File: src/rtl/cpm_clk_switch_ctl.sv
// Glitch-free sequencer that applies cpm_clock_ctl_reg writes to the CPM divider/gate.
// Optional one-entry pending buffer for writes arriving while busy: define CPM_CLK_CTL_PEND_EN.
module cpm_clk_switch_ctl #(
  parameter int DRAIN_CYCLES  = 4,
  parameter int SETTLE_CYCLES = 8
) (
  input  logic        CRCU_CLK,
  input  logic        CRCU_RST_N,
  input  logic        cfg_wr,
  input  logic [31:0] cfg_data,
  output logic        cfg_ready,
  output logic [2:0]  div_sel,
  output logic        div_clk_en,
  output logic [4:0]  cur_cfg,
  output logic        busy,
  output logic        done,
  output logic        sel_err
);

  typedef enum logic [2:0] {
    ST_IDLE,
    ST_DRAIN,
    ST_SWITCH,
    ST_SETTLE,
    ST_APPLY
  } state_e;

  localparam int MAX_CYCLES = (DRAIN_CYCLES > SETTLE_CYCLES) ? DRAIN_CYCLES : SETTLE_CYCLES;
  localparam int CNT_W      = (MAX_CYCLES > 1) ? $clog2(MAX_CYCLES) : 1;
  localparam logic [CNT_W-1:0] DRAIN_LOAD  = CNT_W'(DRAIN_CYCLES - 1);
  localparam logic [CNT_W-1:0] SETTLE_LOAD = CNT_W'(SETTLE_CYCLES - 1);

  state_e           state_q, state_d;
  logic [CNT_W-1:0] cnt_q, cnt_d;
  logic [4:0]       pend_q, pend_d;
  logic [2:0]       div_sel_q, div_sel_d;
  logic             div_clk_en_q, div_clk_en_d;
  logic [4:0]       cur_cfg_q, cur_cfg_d;
  logic             done_q, done_d;
  logic             sel_err_q, sel_err_d;

  logic             start;
  logic [4:0]       start_cfg;

  wire unused_cfg_bits = ^cfg_data[31:5];

`ifdef CPM_CLK_CTL_PEND_EN
  logic       buf_valid_q, buf_valid_d;
  logic [4:0] buf_cfg_q, buf_cfg_d;

  // A live write in IDLE takes precedence over (and discards) the buffered one.
  always_comb begin
    start       = 1'b0;
    start_cfg   = cfg_data[4:0];
    buf_valid_d = buf_valid_q;
    buf_cfg_d   = buf_cfg_q;
    if (state_q == ST_IDLE) begin
      if (cfg_wr) begin
        start       = 1'b1;
        buf_valid_d = 1'b0;
      end else if (buf_valid_q) begin
        start       = 1'b1;
        start_cfg   = buf_cfg_q;
        buf_valid_d = 1'b0;
      end
    end else if (cfg_wr) begin
      buf_valid_d = 1'b1;
      buf_cfg_d   = cfg_data[4:0];
    end
  end

  always_ff @(posedge CRCU_CLK) begin
    if (!CRCU_RST_N) begin
      buf_valid_q <= 1'b0;
      buf_cfg_q   <= '0;
    end else begin
      buf_valid_q <= buf_valid_d;
      buf_cfg_q   <= buf_cfg_d;
    end
  end

  assign cfg_ready = (state_q == ST_IDLE) || !buf_valid_q;
`else
  assign start     = (state_q == ST_IDLE) && cfg_wr;
  assign start_cfg = cfg_data[4:0];
  assign cfg_ready = (state_q == ST_IDLE);
`endif

  always_comb begin
    // NOTE: every always_comb target gets a default first so no path can infer a latch.
    state_d      = state_q;
    cnt_d        = cnt_q;
    pend_d       = pend_q;
    div_sel_d    = div_sel_q;
    div_clk_en_d = div_clk_en_q;
    cur_cfg_d    = cur_cfg_q;
    done_d       = 1'b0;
    sel_err_d    = sel_err_q;

    unique case (state_q)
      ST_IDLE: begin
        if (start) begin
          pend_d = start_cfg;
          if (start_cfg[2:0] > 3'd3) begin
            sel_err_d = 1'b1;
            done_d    = 1'b1;
          end else if (start_cfg[2:0] == div_sel_q) begin
            sel_err_d = 1'b0;
            state_d   = ST_APPLY;
          end else begin
            sel_err_d    = 1'b0;
            div_clk_en_d = 1'b0;
            cnt_d        = DRAIN_LOAD;
            state_d      = ST_DRAIN;
          end
        end
      end
      ST_DRAIN: begin
        div_clk_en_d = 1'b0;
        if (cnt_q == '0) state_d = ST_SWITCH;
        else             cnt_d   = cnt_q - 1'b1;
      end
      ST_SWITCH: begin
        div_sel_d = pend_q[2:0];
        cnt_d     = SETTLE_LOAD;
        state_d   = ST_SETTLE;
      end
      ST_SETTLE: begin
        div_clk_en_d = 1'b0;
        if (cnt_q == '0) begin
          state_d      = ST_IDLE;
          cur_cfg_d    = pend_q;
          div_clk_en_d = pend_q[3] & ~pend_q[4];
          done_d       = 1'b1;
        end else begin
          cnt_d = cnt_q - 1'b1;
        end
      end
      ST_APPLY: begin
        state_d      = ST_IDLE;
        cur_cfg_d    = pend_q;
        div_clk_en_d = pend_q[3] & ~pend_q[4];
        done_d       = 1'b1;
      end
      default: state_d = ST_IDLE;
    endcase
  end

  always_ff @(posedge CRCU_CLK) begin
    // NOTE: sequential state uses non-blocking assignments so all flops update together.
    if (!CRCU_RST_N) begin
      state_q      <= ST_IDLE;
      cnt_q        <= '0;
      pend_q       <= '0;
      div_sel_q    <= '0;
      div_clk_en_q <= 1'b0;
      cur_cfg_q    <= '0;
      done_q       <= 1'b0;
      sel_err_q    <= 1'b0;
    end else begin
      state_q      <= state_d;
      cnt_q        <= cnt_d;
      pend_q       <= pend_d;
      div_sel_q    <= div_sel_d;
      div_clk_en_q <= div_clk_en_d;
      cur_cfg_q    <= cur_cfg_d;
      done_q       <= done_d;
      sel_err_q    <= sel_err_d;
    end
  end

  assign busy       = (state_q != ST_IDLE);
  assign div_sel    = div_sel_q;
  assign div_clk_en = div_clk_en_q;
  assign cur_cfg    = cur_cfg_q;
  assign done       = done_q;
  assign sel_err    = sel_err_q;

endmodule

File: config.mk
export PLATFORM = sky130hd
export DESIGN_NAME = cpm_clk_switch_ctl
export DESIGN_NICKNAME = d
export VERILOG_FILES = /design/src/rtl/cpm_clk_switch_ctl.sv
export SDC_FILE = /design/constraint.sdc
export NUM_CORES = 1
export LEC_CHECK = 0
export BUFFER_PORTS_ARGS = -buffer_cell sky130_fd_sc_hd__buf_4
export CELL_PAD_IN_SITES_DETAIL_PLACEMENT = 0
export CELL_PAD_IN_SITES_GLOBAL_PLACEMENT = 2
export CORE_ASPECT_RATIO = 0.5
export CORE_MARGIN = 2
export CORE_UTILIZATION = 27
export CTS_CLUSTER_SIZE = 28
export DETAILED_ROUTE_END_ITERATION = 8
export GPL_TIMING_DRIVEN = 0
export PLACE_DENSITY = 0.83
export SETUP_SLACK_MARGIN = 0.2
export SLEW_MARGIN = 0
export SYNTH_ARGS = -nofsm -noshare
export SYNTH_HDL_FRONTEND = slang
export SYNTH_SLANG_ARGS = --single-unit
File: constraint.sdc
create_clock -name CRCU_CLK -period 2.5 [get_ports CRCU_CLK]
set_input_delay 0.25 -clock CRCU_CLK [delete_from_list [all_inputs] [get_ports CRCU_CLK]]
set_output_delay 0.25 -clock CRCU_CLK [all_outputs]
set_load 0.02 [all_outputs]
==> qor.csv, run 1 <==
stage,metric,value,unit
routing,firstDrtPassIters,4,
final_layout,finalNonFillerCells,186,
timing,clock-skew-final,0.00118,ns
yosys,yosysTopAreaCell,dfxtp_1,
clock_tree,cts_hold_buf,0,
pwr,clkPwrFrac,0.277,
die,die-area,0.00440,mm2
timing,rsz0062_at_grt,no,
final_layout,post-route-util,0.368,
grt,grt_max_degree,13,
timing,max_slew.worst_pin.slew,0.478,ns
pwr,ir_drop,0.246,mV
grt,grt_pass1_vias,752,
grt,grt_use_total,0.112,
clock_tree,cts-htree-levels,1,
placed_design,place_congestion,0.775,
pwr,p_int,642,uW
routing,route.vias.total,826,
routing,drt-initial-drc-count,50,
yosys,synth_edf_count,0,
final_layout,area_growth,25.8,%
final_layout,finalNetCount,173,
timing,timing.final.ws_setup,0.895,ns
routing,viasPerCell,4.44,
yosys,synth_cells,111,
setup_path,cp_data_required_time,2.25,ns
clock_tree,postCtsSetupBuffers,0,
clock_tree,clockBufferDepth,2,
pwr,power.density,724,mW/mm2
setup_path,slowest_delay,0.33,ns
timing,setup_viol,0,
yosys,yosys.area_share.adder,0.0240,
yosys,synth_common_cells,"dfxtp_1 (22), nand2_1 (17), nor2b_1 (9), nand3_1 (8), a21boi_0 (7)",
die,chipHeight,47.9,um
setup_path,crit_path_top_delay_cell,nor3_4,
yosys,synth_seq_area_share,0.423,
clock_tree,clk_pin_slew,0.08,ns
grt,globalRouteOverflowTotal,0,
die,die-width,91.9,um
yosys,syn_nets,148,
yosys,ys_top_cells_by_area,"dfxtp_1 (42%), nand2_1 (6.1%), nor2b_1 (5.4%), a21boi_0 (5.0%), mux2i_1 (4.8%)",
die,fp.coreArea,0.00357,mm2
clock_tree,insertion_delay,0.26,ns
run,cap_viol_max_count,0,
setup_path,critical_path_class,flop to output port,
setup_path,worstSetupEndpointType,output port,
final_layout,num-fill-cells,395,
clock_tree,ctsResizeCount,0,
final_layout,drive_above_1_share,0.252,
yosys,synth-seq-cells,22,
yosys,synth_top_area_frac,0.423,
die,start_util,0.292,
yosys,synth_area,0.00104,mm2
placed_design,port_buffers,20,
grt,grt_pass1_wl,3720,um
routing,drt_wl_total,2220,um
pwr,p_leak,0.000534,uW
setup_path,cp.arrival,1.36,ns
clock_tree,cts_tree,done,
clock_tree,cts_sinks,22,
timing,finalHoldViolCount,0,
final_layout,antenna_cells,0,
yosys,synth.area.mux_share,0.0480,
pwr,p_sw_frac,0.323,
routing,avgRoutedWirePerCell,11.9,um
timing,period_share,0.642,
yosys,synthArstFlopShare,0,
min_path,hold_class,primary input to flop,
pwr,power_switching,307,uW
placed_design,hpwl,1620,um
setup_path,cp_max_fo,10,
yosys,synth.distinct_cells,35,
timing,report.final.slew_viol_count,0,
die,std_cell_rows,15,
yosys,synth-xor-area-share,0.0336,
timing,fmax,623,MHz
placed_design,place_inst,182,
yosys,synth-compound-area-share,0.157,
die,io_pins,48,
pwr,p_comb_frac,0.297,
timing,timing.final.crit_period,1.61,ns
yosys,synth-main-ff-cell,dfxtp_1,
yosys,synthSimpleGateAreaFrac,0.263,
routing,drc,0,
timing,tns,0,ns
routing,antenna_left,0,
placed_design,pre_cts_ws,0.912,ns
grt,grt_antenna_before_repair,0,
yosys,avgSynthCellArea,9.39,um2
clock_tree,numCtsBuffers,3,
pwr,power_frac_seq,0.426,
yosys,ys_warn_count,0,
pwr,total_power,949,uW
yosys,synth_most_common_cell,dfxtp_1,
timing,relSlewSlack,0.679,
run_status,outcome,completed,
yosys,synth_top_family_by_area,simple AND/OR/NAND/NOR gates,
setup_path,cp_cell_sequence,"buf_2, nor3_4, inv_1, buf_4",
clock_tree,ctsRootBufferMaster,clkbuf_8,
setup_path,cp-start-kind,flop,
-- path summary, 6_finish.rpt --
| check | cells after the start | from | slack (ns) | end |
|---|---|---|---|---|
| setup reg to reg | 7 | cnt_q[0]$_SDFFE_PN0P_ | 0.90 | cur_cfg[2]$_SDFFE_PN0P_ |
| setup / recovery | 4 | state_q[1]$_SDFFE_PN0P_ | 0.89 | busy |
| hold reg to reg | 2 | sel_err$_SDFFE_PN0P_ | 0.46 | sel_err$_SDFFE_PN0P_ |
| hold / removal | 2 | cfg_data[2] | 0.18 | state_q[2]$_SDFFE_PN0P_ |
-- critical path, delay by kind of cell (launching register included) --
family / cells / cell delay, ns
buffers and inverters: 3 / 0.43
and+or+nand+nor: 1 / 0.33
DFF: 1 / 0.32
-- layout make-up --
type / instances / area, um2 / share of cell area
multi-input combinational: 80 / 548 / 0.418
sequential: 22 / 440 / 0.336
inverter: 3 / 11.3 / 0.00859
buffer: 6 / 42.5 / 0.0324
clock buffer: 4 / 55.1 / 0.0420
timing repair buffer: 20 / 150 / 0.115
tap: 51 / 63.8 / 0.0487
-- power by group through the flow --
stage | clock, uW | combinational, uW | sequential [uW]
final | 263 | 282 | 404
after floorplan | 0 | 194 | 415
after global routing | 285 | 315 | 410
after detailed placement | 0 | 282 | 413
after global placement | 0 | 285 | 413
after CTS | 267 | 283 | 405
-- cells by family (layout without fill, tap and decap cells) --
| logic type | after synthesis | in the layout |
|---|---|---|
| compound gates | 20 | 20 |
| xor+xnor | 4 | 4 |
| fa+ha+maj | 2 | 2 |
| buf+inv | 9 | 33 |
| flops | 22 | 22 |
| mux | 5 | 5 |
| simple gates | 49 | 49 |
-- placed cells by master (no fill, tap or decap) --
cell type	netlist	layout
buf_6	2	2
ha_1	2	2
clkbuf_1	2	2
a21oi_1	2	2
o211a_1	2	2
a211o_1	1	1
mux2i_1	5	5
nand2b_1	1	1
buf_2	1	1
nor4bb_1	1	1
a32o_1	2	2
nor2b_1	9	9
nand4b_1	1	1
o41ai_2	1	1
nor2b_2	1	1
nor3_4	1	1
xor2_1	3	3
and2_1	2	2
nand3_1	8	8
nand2_1	17	17
a21boi_1	2	2
or4_1	1	1
a211oi_1	1	1
o21ai_0	1	1
nor3_1	1	1
dfxtp_1	22	22
nor2_1	3	3
buf_4	1	21
o41ai_1	1	1
clkbuf_8	0	4
a21boi_0	7	7
nor3b_2	1	1
nand2b_2	1	1
xnor2_1	1	1
nand2_2	1	1
inv_1	3	3
-- per-stage QoR --
stage          hold slack (ns)  area [um2]
2_1_floorplan            0.328        1040
3_3_place_gp             0.449        1260
3_5_place_dp             0.453        1260
4_1_cts                  0.174        1310
5_1_grt                  0.184        1310
6_report                 0.175        1310
-- per-layer routing --
| metal | wire length, um | track usage |
|---|---|---|
| met5 | 0 | 0 |
| met4 | 10 | 0.0448 |
| met3 | 74 | 0.0331 |
| met2 | 947 | 0.174 |
| met1 | 1180 | 0.151 |
-- state kept, by name (all words and copies together) (netlist names) --
register,flops
div_clk_en,1
done,1
pend_q,5
sel_err,1
state_q,3
cur_cfg,5
cnt_q,3
div_sel,3
Note: power is estimated with default switching activity, not from simulation.
==> inputs of run 2 (changes only) <==
CORE_UTILIZATION = 25   (was 27)
PLACE_DENSITY = 0.78   (was 0.83)
clock period = 1.5 ns   (was 2.5 ns; I/O delays follow)
==> run 2 against run 1 <==
Die area grew 7.5%. Setup slack worse by 0.80 ns. Count of clock-buffer cells in the layout unchanged. Total power up 100%. Clock power is 86% higher. Sequential power is 69% higher. Register-to-register slack worse by 0.79 ns. Utilization grew 4.1 points. Largest cell class unchanged. Largest power group is now combinational cells. Highest routed layer is now met3.
==> qor.csv, run 2 (same netlist as run 1, synthesis figures left out) <==
stage,metric,value,unit
run_status,outcome,completed,
final_layout,finalNetCount,188,
setup_path,cp_cell_sequence,"buf_6, nor3_4, buf_4, buf_6",
timing,report.final.slew_viol_count,0,
grt,globalRouteOverflowTotal,0,
die,fp.coreArea,0.00394,mm2
die,std_cell_rows,16,
min_path,hold-path-cell-count,2,
final_layout,drive_above_1_share,0.500,
final_layout,final_area,0.00161,mm2
final_layout,multi_input_area,679,um2
final_layout,num-fill-cells,398,
routing,route.vias.total,894,
final_layout,area_growth,54.5,%
timing,tns,0,ns
timing,finalHoldViolCount,0,
pwr,p_sw_frac,0.314,
setup_path,cpMostUsedCell,buf_6,
clock_tree,cts_sinks,22,
timing,fmax,711,MHz
pwr,power_switching,601,uW
run,cap_viol_max_count,0,
clock_tree,insertion_delay,0.26,ns
clock_tree,ctsRootBufferMaster,clkbuf_8,
grt,grt_antenna_before_repair,0,
min_path,hold_class,primary input to flop,
die,die-width,95.3,um
setup_path,cp.arrival,1.26,ns
clock_tree,cts-htree-levels,1,
setup_path,worst_r2r_path_depth,7,
grt,grt_pass1_vias,880,
timing,rsz0062_at_grt,yes,
setup_path,cp_max_fo,7,
pwr,ir_drop,0.287,mV
pwr,power_frac_seq,0.357,
clock_tree,clockBufferDepth,2,
routing,viasPerCell,4.38,
die,io_pins,48,
pwr,total_power,1910,uW
clock_tree,cts_tree,done,
timing,setup_viol,0,
setup_path,worstSetupEndpointType,output port,
clock_tree,numCtsBuffers,3,
final_layout,final_cell_mix,"buf_4 (30), nand2_1 (16), dfxtp_1 (15), buf_6 (9), nor2b_1 (7)",
placed_design,port_buffers,20,
routing,avgRoutedWirePerCell,12.1,um
grt,grt_max_degree,14,
die,die-area,0.00473,mm2
pwr,clkPwrFrac,0.256,
routing,firstDrtPassIters,2,
timing,period_share,0.937,
timing,relSlewSlack,0.751,
pwr,power.density,1190,mW/mm2
setup_path,cp-start-kind,flop,
pwr,p_leak,0.000667,uW
routing,drt-initial-drc-count,16,
placed_design,hpwl,1700,um
clock_tree,cts_hold_buf,0,
routing,antenna_left,0,
routing,drt_wl_total,2470,um
routing,drc,0,
die,start_util,0.264,
grt,grt_use_total,0.118,
placed_design,postPlaceCellArea,0.00131,mm2
pwr,p_comb_frac,0.388,
setup_path,critical_path_class,flop to output port,
pwr,p_int,1310,uW
setup_path,cp_data_required_time,1.35,ns
clock_tree,clk_pin_slew,0.08,ns
timing,fin_hold_ws,0.101,ns
setup_path,crit_path_top_delay_cell,dfxtp_2,
final_layout,mostFrequentLayoutCell,buf_4,
final_layout,antenna_cells,0,
die,chipHeight,49.7,um
timing,max_slew.worst_pin.slew,0.374,ns
setup_path,slowest_delay,0.32,ns
timing,clock-skew-final,0.00479,ns
timing,timing.final.crit_period,1.41,ns
placed_design,place_congestion,0.712,
grt,grt_pass1_wl,4310,um
final_layout,regArea,452,um2
-- run 2: critical path, delay by kind of cell, from the launching register on --
| kind | cells | cell delay (ns) |
|---|---|---|
| and+or+nand+nor | 1 | 0.28 |
| buffers and inverters | 3 | 0.38 |
| DFF | 1 | 0.32 |
-- run 2: worst paths after layout --
path                                              start                       to  slack (ns)
worst min register to register   pend_q[4]$_SDFFE_PN0P_   pend_q[4]$_SDFFE_PN0P_        0.47
worst max-delay path            state_q[2]$_SDFFE_PN0P_                cfg_ready        0.09
worst max register to register    cnt_q[0]$_SDFFE_PN0P_  cur_cfg[0]$_SDFFE_PN0P_        0.11
worst min-delay path                        cfg_data[2]  state_q[2]$_SDFFE_PN0P_        0.10
-- run 2: routing by layer --
layer | vias to the layer above | routed length [um] | global-route usage
met1 | 427 | 1280 | 0.167
li1 | 457 | - | -
met5 | - | 0 | 0
met4 | 0 | 0 | 0.0362
met3 | 0 | 66 | 0.0336
met2 | 10 | 1130 | 0.175
-- run 2: power groups by stage --
stage	registers, uW	logic [uW]	clock network [uW]
2_1_floorplan	699	358	0
3_3_place_gp	695	511	0
3_5_place_dp	695	520	0
4_1_cts	683	653	503
5_1_grt	691	819	531
6_report	682	742	489
-- run 2: through the flow --
stage                util  setup WS [ns]  instances
floorplan               -          0.171        111
global placement    0.331         0.0214        185
detailed placement  0.331         0.0433        185
CTS                 0.383          0.100        200
global route        0.408         0.0277        204
finish              0.408         0.0945        204
-- run 2: layout make-up --
type / instances / share of cell area
Multi-Input combinational cell: 80 / 0.422
Sequential cell: 22 / 0.280
Timing Repair Buffer: 35 / 0.175
Tap cell: 54 / 0.0420
Clock buffer: 4 / 0.0412
Buffer: 6 / 0.0326
Inverter: 3 / 0.00699
-- run 2: repair_timing --
item                                    4_1_cts  5_1_grt
endpoints found under the setup margin       20       20
buffers inserted                             11        4
pin swaps                                    10       11
resized for setup                            12       19
hold endpoints to repair                      0        0
==> inputs of run 3 (changes only) <==
CAP_MARGIN = 20   (was default)
SETUP_SLACK_MARGIN = default   (was 0.2)
==> run 3 against run 2 <==
Critical path depth did not move. Combinational power is 21% lower. Maximum frequency down 3.2%. Largest cell class unchanged.
==> qor.csv, run 3 (same netlist as run 1, synthesis figures left out) <==
stage,metric,value,unit
final_layout,mostFrequentLayoutCell,buf_4,
grt,grt_pass1_vias,807,
routing,drt-initial-drc-count,18,
routing,avgRoutedWirePerCell,12.1,um
final_layout,final_cell_mix,"buf_4 (24), dfxtp_1 (18), nand2_1 (17), nand3_1 (8), nor2b_1 (8)",
pwr,ir_drop,0.300,mV
placed_design,port_buffers,20,
clock_tree,clk_pin_slew,0.08,ns
grt,grt_pass1_wl,3930,um
timing,fmax,689,MHz
placed_design,place_congestion,0.680,
timing,max_slew.worst_pin.slew,0.407,ns
die,die-area,0.00473,mm2
die,start_util,0.264,
min_path,min-delay-start,cfg_data[2],
final_layout,finalNetCount,177,
setup_path,worst_r2r_path_depth,5,
grt,globalRouteOverflowTotal,0,
grt,met1_usage,0.154,
clock_tree,insertion_delay,0.26,ns
timing,timing.final.crit_period,1.45,ns
clock_tree,numCtsBuffers,3,
final_layout,num-fill-cells,407,
timing,report.final.slew_viol_count,0,
grt,grt_antenna_before_repair,0,
pwr,clkPwrFrac,0.304,
run,cap_viol_max_count,0,
timing,setup_viol,0,
clock_tree,cts-htree-levels,1,
timing,relSlewSlack,0.727,
final_layout,finalNonFillerCells,193,
die,die-width,95.3,um
min_path,hold-path-cell-count,2,
placed_design,place_inst,185,
placed_design,hpwl,1700,um
setup_path,r2r_setup_slack,0.10,ns
grt,grt_use_total,0.108,
routing,firstDrtPassIters,4,
setup_path,cp_max_fo,8,
final_layout,multi_input_area,576,um2
timing,tns,0,ns
run_status,outcome,completed,
pwr,power_switching,538,uW
routing,drt_wl_total,2330,um
pwr,power_frac_seq,0.375,
clock_tree,cts_sinks,22,
grt,busiest_layer,met2,
die,fp.coreArea,0.00394,mm2
timing,period_share,0.968,
final_layout,antenna_cells,0,
grt,grt_util_met2,0.155,
clock_tree,clockBufferDepth,2,
setup_path,worstSetupEndpointType,output port,
routing,drc,0,
setup_path,cp-start-kind,flop,
timing,finalHoldViolCount,0,
die,io_pins,48,
routing,route.vias.total,878,
timing,clock-skew-final,0.00464,ns
setup_path,critical_path_class,flop to output port,
grt,grt_max_degree,14,
final_layout,drive_above_1_share,0.338,
setup_path,r2r_end,done$_SDFF_PN0_,
die,std_cell_rows,16,
routing,viasPerCell,4.55,
setup_path,cp_data_required_time,1.35,ns
pwr,p_comb_frac,0.321,
min_path,whs_endpoint,state_q[2]$_SDFFE_PN0P_,
clock_tree,cts_tree,done,
clock_tree,ctsRootBufferMaster,clkbuf_8,
setup_path,reg2reg_from,state_q[1]$_SDFFE_PN0P_,
final_layout,area_growth,35.1,%
min_path,hold_class,primary input to flop,
routing,antenna_left,0,
pwr,power.density,1300,mW/mm2
final_layout,regArea,445,um2
setup_path,worstSetupStartpoint,state_q[1]$_SDFFE_PN0P_,
pwr,p_sw_frac,0.294,
grt,use_met3,0.0321,
pwr,p_int,1290,uW
pwr,p_leak,0.000577,uW
die,chipHeight,49.7,um
setup_path,cp.arrival,1.30,ns
run 3: layer usage:
layer,vias to the layer above,share of wire
li1,438,-
met1,430,0.52
met2,8,0.45
met3,2,0.022
met4,0,0.012
met5,-,0
run 3: stage by stage:
stage / worst slack (ns) / power (uW) / hold slack [ns] / instance area, um2 / util
2_1_floorplan: 0.0872 / 1010 / 0.228 / 1040 / -
3_3_place_gp: -0.0969 / 1160 / 0.359 / 1260 / 0.319
3_5_place_dp: -0.0885 / 1160 / 0.359 / 1260 / 0.319
4_1_cts: 0.00421 / 1740 / 0.0705 / 1340 / 0.340
5_1_grt: -0.00618 / 1950 / 0.0642 / 1410 / 0.357
6_report: 0.0480 / 1830 / 0.0725 / 1410 / 0.357
run 3: worst max-delay path by stage:
| stage | end | slack [ns] | depth (start not counted) |
|---|---|---|---|
| 2_1_floorplan | cnt_q[2]$_SDFFE_PN0P_ | 0.09 | 4 |
| 3_3_place_gp | cur_cfg[0]$_SDFFE_PN0P_ | -0.1 | 7 |
| 3_5_place_dp | cur_cfg[3]$_SDFFE_PN0P_ | -0.09 | 7 |
| 4_1_cts | cur_cfg[3]$_SDFFE_PN0P_ | 0.004 | 7 |
| 5_1_grt | busy | -0.006 | 4 |
| 6_report | busy | 0.05 | 4 |
run 3: critical path, cell delays in order (launching register included):
cell	delay, ns
dfxtp_2	0.34
buf_8	0.13
nor3_4	0.33
inv_1	0.10
buf_6	0.14
run 3: cell type report:
| cell class | instances | area share |
|---|---|---|
| Clock buffer | 3 | 0.0293 |
| Sequential cell | 22 | 0.316 |
| Clock inverter | 1 | 0.0213 |
| Timing Repair Buffer | 25 | 0.136 |
| Buffer | 5 | 0.0320 |
| Multi-Input combinational cell | 80 | 0.409 |
| Inverter | 3 | 0.00800 |
| Tap cell | 54 | 0.0480 |
run 3: timing repair:
action                                  CTS  global route
gates resized for setup                   3            14
pin swaps                                 0             2
endpoints found under the hold margin     0             0
hold buffers                              0             0
endpoints found under the setup margin    8            11
setup buffers                             0             5
run 3: power by group through the flow:
stage                     Combinational, uW  Sequential [uW]  Clock, uW
after floorplan                         323              692          0
after global placement                  469              688          0
after detailed placement                473              688          0
after CTS                               480              677        579
after global routing                    647              693        606
final                                   588              685        556
